--- src/rtl/dizy_keystream_ctrl_if.sv ---
// Bus bundle between the keystream controller, the DIZY rounds core and the
// keystream consumer.
//   ks_valid/ks_ready/ks_data : keystream word handshake (controller -> consumer)
//   core_load/core_next/core_key : command side of the rounds core
//   core_busy/core_state : status side of the rounds core
// master = controller view, slave = core + consumer view.
interface dizy_keystream_ctrl_if #(
  parameter int SIZE_STATE = 160,
  parameter int SIZE_KEY   = 128,
  parameter int OUT_BITS   = 32
);
  logic                  ks_valid;
  logic                  ks_ready;
  logic [OUT_BITS-1:0]   ks_data;
  logic                  core_load;
  logic                  core_next;
  logic [SIZE_KEY-1:0]   core_key;
  logic                  core_busy;
  logic [SIZE_STATE-1:0] core_state;

  modport master (
    output ks_valid, ks_data, core_load, core_next, core_key,
    input  ks_ready, core_busy, core_state
  );

  modport slave (
    input  ks_valid, ks_data, core_load, core_next, core_key,
    output ks_ready, core_busy, core_state
  );
endinterface

--- src/rtl/dizy_keystream_ctrl.sv ---
// Master sequencer for a DIZY rounds core. Loads the key, optionally absorbs
// an IV, then streams the top OUT_BITS of the core state as keystream words,
// stepping the core with a zero key after every accepted word.
// Ports:
//   clk, rst_n      clock, asynchronous active-low reset
//   start_i         (re)initialise, level-sampled in IDLE/STREAM/NXT_WAIT
//   iv_en_i         absorb iv_i after key load
//   key_i, iv_i     key and IV, captured on start acceptance
//   init_busy_o     high from start acceptance until the first word is valid
//   ks_cnt_o        accepted words since last init (wraps)
//   bus (master)    keystream handshake and rounds-core command/status
module dizy_keystream_ctrl #(
  parameter int SIZE_STATE = 160,
  parameter int SIZE_KEY   = 128,
  parameter int OUT_BITS   = 32
) (
  input  logic                  clk,
  input  logic                  rst_n,
  input  logic                  start_i,
  input  logic                  iv_en_i,
  input  logic [SIZE_KEY-1:0]   key_i,
  input  logic [SIZE_KEY-1:0]   iv_i,
  output logic                  init_busy_o,
  output logic [15:0]           ks_cnt_o,
  dizy_keystream_ctrl_if.master bus
);
  typedef enum logic [2:0] {
    IDLE, KEY_GO, KEY_WAIT, IV_GO, IV_WAIT, STREAM, NXT_GO, NXT_WAIT
  } state_e;

  state_e              state_q;
  logic                first_q;     // first cycle of a WAIT state
  logic                abort_q;     // start seen in NXT_WAIT, reload once core idles
  logic                iv_en_q;
  logic                init_busy_q;
  logic                ks_valid_q;
  logic                core_load_q;
  logic                core_next_q;
  logic [SIZE_KEY-1:0] key_q;
  logic [SIZE_KEY-1:0] iv_q;
  logic [SIZE_KEY-1:0] core_key_q;
  logic [OUT_BITS-1:0] ks_data_q;
  logic [15:0]         ks_cnt_q;

  logic                wait_done;
  logic [OUT_BITS-1:0] top_word;
  logic                unused_state_bits;

  // The core raises busy one cycle after a pulse, so busy is only trusted
  // from the second WAIT cycle on.
  assign wait_done         = !first_q && !bus.core_busy;
  assign top_word          = bus.core_state[SIZE_STATE-1 -: OUT_BITS];
  assign unused_state_bits = ^bus.core_state;

  always_ff @(posedge clk or negedge rst_n) begin
    if (!rst_n) begin
      state_q     <= IDLE;
      first_q     <= 1'b0;
      abort_q     <= 1'b0;
      iv_en_q     <= 1'b0;
      init_busy_q <= 1'b0;
      ks_valid_q  <= 1'b0;
      core_load_q <= 1'b0;
      core_next_q <= 1'b0;
      key_q       <= '0;
      iv_q        <= '0;
      core_key_q  <= '0;
      ks_data_q   <= '0;
      ks_cnt_q    <= '0;
    end else begin
      core_load_q <= 1'b0;
      core_next_q <= 1'b0;
      case (state_q)
        IDLE, STREAM: begin
          // start beats a coinciding handshake: the word is dropped
          if (start_i) begin
            key_q       <= key_i;
            iv_q        <= iv_i;
            iv_en_q     <= iv_en_i;
            ks_valid_q  <= 1'b0;
            ks_cnt_q    <= '0;
            init_busy_q <= 1'b1;
            core_key_q  <= key_i;
            core_load_q <= 1'b1;
            state_q     <= KEY_GO;
          end else if (state_q == STREAM && ks_valid_q && bus.ks_ready) begin
            ks_valid_q  <= 1'b0;
            ks_cnt_q    <= ks_cnt_q + 16'd1;
            core_key_q  <= '0;
            core_next_q <= 1'b1;
            state_q     <= NXT_GO;
          end
        end
        KEY_GO: begin
          first_q <= 1'b1;
          state_q <= KEY_WAIT;
        end
        KEY_WAIT: begin
          first_q <= 1'b0;
          if (wait_done) begin
            if (iv_en_q) begin
              core_key_q  <= iv_q;
              core_next_q <= 1'b1;
              state_q     <= IV_GO;
            end else begin
              ks_data_q   <= top_word;
              ks_valid_q  <= 1'b1;
              init_busy_q <= 1'b0;
              state_q     <= STREAM;
            end
          end
        end
        IV_GO: begin
          first_q <= 1'b1;
          state_q <= IV_WAIT;
        end
        IV_WAIT: begin
          first_q <= 1'b0;
          if (wait_done) begin
            ks_data_q   <= top_word;
            ks_valid_q  <= 1'b1;
            init_busy_q <= 1'b0;
            state_q     <= STREAM;
          end
        end
        NXT_GO: begin
          first_q <= 1'b1;
          state_q <= NXT_WAIT;
        end
        NXT_WAIT: begin
          first_q <= 1'b0;
          if (start_i && !abort_q) begin
            key_q       <= key_i;
            iv_q        <= iv_i;
            iv_en_q     <= iv_en_i;
            ks_cnt_q    <= '0;
            init_busy_q <= 1'b1;
            abort_q     <= 1'b1;
          end
          if (wait_done) begin
            if (abort_q || start_i) begin
              // deferred reload: the core is idle only now
              core_key_q  <= abort_q ? key_q : key_i;
              core_load_q <= 1'b1;
              abort_q     <= 1'b0;
              state_q     <= KEY_GO;
            end else begin
              ks_data_q  <= top_word;
              ks_valid_q <= 1'b1;
              state_q    <= STREAM;
            end
          end
        end
        default: state_q <= IDLE;
      endcase
    end
  end

  assign init_busy_o   = init_busy_q;
  assign ks_cnt_o      = ks_cnt_q;
  assign bus.ks_valid  = ks_valid_q;
  assign bus.ks_data   = ks_data_q;
  assign bus.core_load = core_load_q;
  assign bus.core_next = core_next_q;
  assign bus.core_key  = core_key_q;
endmodule

--- src/flat_wrapper.sv ---
// flat-port wrapper written by rule: the top's interface ports become plain ports
module dizy_keystream_ctrl_flat 
#(
  parameter int SIZE_STATE = 160,
  parameter int SIZE_KEY   = 128,
  parameter int OUT_BITS   = 32
)
  (clk, rst_n, start_i, iv_en_i, key_i, iv_i, init_busy_o, ks_cnt_o, bus_ks_valid, bus_ks_data, bus_core_load, bus_core_next, bus_core_key, bus_ks_ready, bus_core_busy, bus_core_state);
  dizy_keystream_ctrl_if #(.SIZE_STATE(SIZE_STATE), .SIZE_KEY(SIZE_KEY), .OUT_BITS(OUT_BITS)) bus_i ();
  input  logic clk;
  input  logic rst_n;
  input  logic start_i;
  input  logic iv_en_i;
  input  logic [SIZE_KEY-1:0] key_i;
  input  logic [SIZE_KEY-1:0] iv_i;
  output logic init_busy_o;
  output logic [15:0] ks_cnt_o;
  output wire logic [$bits(bus_i.ks_valid)-1:0] bus_ks_valid;
  output wire logic [$bits(bus_i.ks_data)-1:0] bus_ks_data;
  output wire logic [$bits(bus_i.core_load)-1:0] bus_core_load;
  output wire logic [$bits(bus_i.core_next)-1:0] bus_core_next;
  output wire logic [$bits(bus_i.core_key)-1:0] bus_core_key;
  input wire logic [$bits(bus_i.ks_ready)-1:0] bus_ks_ready;
  input wire logic [$bits(bus_i.core_busy)-1:0] bus_core_busy;
  input wire logic [$bits(bus_i.core_state)-1:0] bus_core_state;
  assign bus_ks_valid = bus_i.ks_valid;
  assign bus_ks_data = bus_i.ks_data;
  assign bus_core_load = bus_i.core_load;
  assign bus_core_next = bus_i.core_next;
  assign bus_core_key = bus_i.core_key;
  assign bus_i.ks_ready = bus_ks_ready;
  assign bus_i.core_busy = bus_core_busy;
  assign bus_i.core_state = bus_core_state;
  dizy_keystream_ctrl #(.SIZE_STATE(SIZE_STATE), .SIZE_KEY(SIZE_KEY), .OUT_BITS(OUT_BITS)) u_core (.clk(clk), .rst_n(rst_n), .start_i(start_i), .iv_en_i(iv_en_i), .key_i(key_i), .iv_i(iv_i), .init_busy_o(init_busy_o), .ks_cnt_o(ks_cnt_o), .bus(bus_i));
endmodule
--- config.mk ---
export PLATFORM = sky130hd
export DESIGN_NAME = dizy_keystream_ctrl_flat
export DESIGN_NICKNAME = d
export VERILOG_FILES = /design/src/rtl/dizy_keystream_ctrl_if.sv /design/src/rtl/dizy_keystream_ctrl.sv /design/src/flat_wrapper.sv
export SDC_FILE = /design/constraint.sdc
export NUM_CORES = 1
export LEC_CHECK = 0
export BUFFER_PORTS_ARGS = -buffer_cell sky130_fd_sc_hd__buf_2
export CORE_AREA = 2 2 233 235
export DETAILED_ROUTE_END_ITERATION = 12
export DIE_AREA = 0 0 235 237
export GPL_TIMING_DRIVEN = 0
export PLACE_DENSITY = 0.69
export SETUP_SLACK_MARGIN = 0.15
export SKIP_LAST_GASP = 1
export SLEW_MARGIN = 20
export SYNTH_ARGS = -nofsm -noshare
export SYNTH_HDL_FRONTEND = slang
export SYNTH_SLANG_ARGS = --single-unit
--- constraint.sdc ---
create_clock -name clk -period 2.42 [get_ports clk]
set_clock_uncertainty 0.1 [all_clocks]
set_input_delay 0.484 -clock clk [delete_from_list [all_inputs] [get_ports clk]]
set_output_delay 0.484 -clock clk [all_outputs]
set_load 0.05 [all_outputs]
==> flow_metrics.tcl <==
set metrics [dict create \
    design_power_total_uw 41900 \
    layoutNonFillerInstCount 3018 \
    timing.critical_path.arrival_ps 2680 \
    worst_r2r_path_depth 8 \
    postSynthCellCount 1663 \
    predominant_post_synthesis_flop_cell "dfrtp_1" \
    peak_fanout_along_the_critical_path 10 \
    core-area_um2 53300 \
    critical_path_class "register to register" \
    yosys.cell_types.count 45 \
    dp_cells 2836 \
    fin_worst_hold_slack_ps 32.1 \
    post_route_ant_nets 0 \
    numCtsBuffers 49 \
    dpl_worst_slack_ps -970 \
    setup_viol 0 \
    cts-htree-levels 2 \
    synthesis.area_per_instance_um2 12.3 \
    hold_viol_final 0 \
    rrSetupSlack_ps 160 \
    slew_headroom_pct 54.6 \
    max-vdd-ir-drop_uv 959 \
    clkTransAtPathRegs_ps 60 \
    crit-reg2reg-capture "u_core.bus.core_key[89]$_DFFE_PN0P_" \
    timing.critical_path.from_type "register" \
    drcViolationCount 0 \
    overflow 0 \
    place_hpwl_um 47300 \
    area_after_dpl_um2 23700 \
    die_height_um 237 \
    crit_end "u_core.bus.core_key[89]$_DFFE_PN0P_" \
    status "finished, final reports clean" \
    ctsLongestPathBuffers 3 \
    async_set_or_reset_register_ratio_after_synthesis_pct 100 \
    powerDensity_nw_per_um2 1550 \
    port_buffers 473 \
    critical-path-max-stage-delay_ps 470 \
    synth-warning-count 0 \
    post-synth-top-area-cell "dfrtp_1" \
    detailroute.via_count 16569 \
    final_nets 2693 \
    mostFrequentLayoutCells "buf_2, dfrtp_1, mux2_2, a21oi_1, a21o_1" \
    first_pass_iters 5 \
    critPathRequiredTime_ps 2840 \
    fmax_mhz 442 \
    synthToLayoutAreaGrowth_pct 32.5 \
    antenna_found_initial 33 \
    die_width_um 235 \
    crit_path_cell_trace "buf_4 > or2_2 > a21boi_4 > nor2_1 > buf_6 > clkbuf_4 > nor3_1 > mux2_2" \
    post-route-min-period_ps 2260 \
    io_pins 602 \
    setup.worst_path.start "u_core.state_q[0]$_DFFE_PN0P_" \
    postRouteWirelength_um 67700 \
    synth_top_cell_area_share_pct 54.3 \
    fp-row-count 85 \
    tritoncts "yes" \
    maxSlewViolCount 0 \
    synth_top_cells_by_area "dfrtp_1, mux2_2, a21o_1" \
    cts_num_sinks 442 \
    worstSkewPairLatency_ps 580 \
    slowest_stage "dfrtp_2" \
    ys_seq_elements 442 \
    grt_pass1_vias 17018 \
    worst_setup_margin_ps 157 \
    routed_via_density 5.49 \
    hold_path.class "input pin to register" \
    cell_at_the_root_of_the_clock_tree "clkbuf_16" \
    routed_wire_length_per_instance_um 22.4 \
    syn_std_cell_area_um2 20400 \
    critPathCaptureType "register" \
    post-route-cell-area_um2 27000 \
    first_drt_iteration_drcs 1091 \
    number_of_enable_flip_flop_cells_after_synthesis 0 \
    grtUsageTotal_pct 23.5 \
    final.period_utilization_pct 93.5 \
    cap_violations 0 \
    gp_congestion 0.864 \
    static-leakage-power_uw 0.0128 \
    reg2reg_from "u_core.state_q[0]$_DFFE_PN0P_" \
    layout_commonest_cell "buf_2" \
    post_route_cells_drive_above_1_share_pct 49.4 \
    floorplan.initialDensity_pct 38.2 \
    syn-num-nets 2086 \
    worst_slew_pin_slew_ps 681 \
    synth-seq-area-share_pct 54.3 \
    grt_setup_unrepaired "true" \
    grt_start_max_net_pins 102 \
    wire_length_of_the_first_global_routing_pass_um 102000 \
    die-area_um2 55700 \
]
[power by group]
group	leakage, µW	total (µW)	switching [µW]	internal, µW
Clock	0.000840	7900	3110	4790
Combinational	0.00658	20800	11900	8930
Sequential	0.00537	13200	2270	11000
[critical path: cells and delay by family, from the launching register on]
kind                   cells  cell delay, ps
flip-flops                 1             470
multiplexers               1             190
AO/OA/AOI/OAI              1             210
AND/OR/NAND/NOR            3             650
buffers and inverters      3             570
[worst min-delay path by stage]
stage / startpoint / endpoint / slack (ps) / depth (start not counted)
final: iv_i[120] / u_core.iv_q[120]$_DFFE_PN0P_ / 30 / 2
after detailed placement: rst_n / u_core.bus.ks_data[16]$_DFFE_PN0P_ / 370 / 1
after floorplan: rst_n / u_core.abort_q$_DFFE_PN0N_ / 90 / 0
after CTS: iv_i[38] / u_core.iv_q[38]$_DFFE_PN0P_ / 0.02 / 2
after global routing: iv_i[85] / u_core.iv_q[85]$_DFFE_PN0P_ / 10 / 2
after global placement: u_core.bus.ks_data[3]$_DFFE_PN0P_ / u_core.bus.ks_data[3]$_DFFE_PN0P_ / 360 / 1
[layer usage]
metal	track usage (%)	share of wire, %	vias up
met5	0	0.25	-
met4	6.89	2.2	26
met3	6.32	7.2	117
met2	37.8	48	552
met1	31.0	42	8456
li1	-	-	7418
[per-stage QoR]
| step | setup TNS (ps) | utilization, % |
|---|---|---|
| after global routing | 0 | 50.6 |
| after CTS | 0 | 49.9 |
| after global placement | -3733780 | 44.3 |
| after detailed placement | -232090 | 44.5 |
| after floorplan | 0 | - |
| final | 0 | 50.7 |
[state kept, by name (all words and copies together) (netlist names)]
register,cells
u_core.ks_cnt_o,16
u_core.abort_q,1
u_core.bus.ks_data,32
u_core.iv_q,128
u_core.key_q,128
u_core.bus.ks_valid,1
u_core.bus.core_load,1
u_core.init_busy_o,1
u_core.state_q,3
u_core.first_q,1
u_core.bus.core_key,128
u_core.iv_en_q,1
u_core.bus.core_next,1
[cell usage after synthesis, types with 2 or more instances]
| cell | n |
|---|---|
| nand2_1 | 17 |
| and4_1 | 2 |
| and3_1 | 2 |
| a21oi_1 | 142 |
| o211ai_1 | 2 |
| buf_2 | 71 |
| and2_1 | 3 |
| buf_4 | 6 |
| nand4_1 | 7 |
| o21ai_0 | 30 |
| clkbuf_1 | 54 |
| mux2_2 | 377 |
| o21ai_1 | 4 |
| a31oi_1 | 6 |
| a21o_1 | 129 |
| nand3_1 | 7 |
| mux2_1 | 40 |
| buf_6 | 13 |
| o22ai_1 | 129 |
| nor3_1 | 130 |
| a2bb2oi_1 | 2 |
| a22oi_1 | 3 |
| nor2_1 | 16 |
| dfrtp_1 | 442 |
| nor2b_1 | 4 |
| or4_1 | 3 |
| or2_2 | 4 |
[final cells by class]
class / count / area [µm²]
fillers: 4659 / 26300
flip-flops and latches: 442 / 11100
multi-input cells: 1075 / 8880
repair buffers: 556 / 3300
clock buffers: 70 / 1450
plain buffers: 144 / 1140
well taps: 696 / 871
clock inverters: 19 / 258
diodes: 14 / 35.0
inverters: 2 / 7.51
[cells by family after synthesis]
logic type      count (synthesis)  synth area share (%)
compound gates                457                  13.9
fa+ha+maj                       1                0.0614
buf+inv                       146                  3.72
flops                         442                  54.3
mux                           417                  23.0
simple gates                  200                  4.99
[repair_timing]
action,in CTS,in global routing
pin swaps,3,3
hold buffers,55,0
buffers inserted,14,6
endpoints found under the setup margin,427,208
hold endpoints to repair,116,0
gates cloned,3,1
resized for setup,135,114
(Power assumes the default switching activity.)
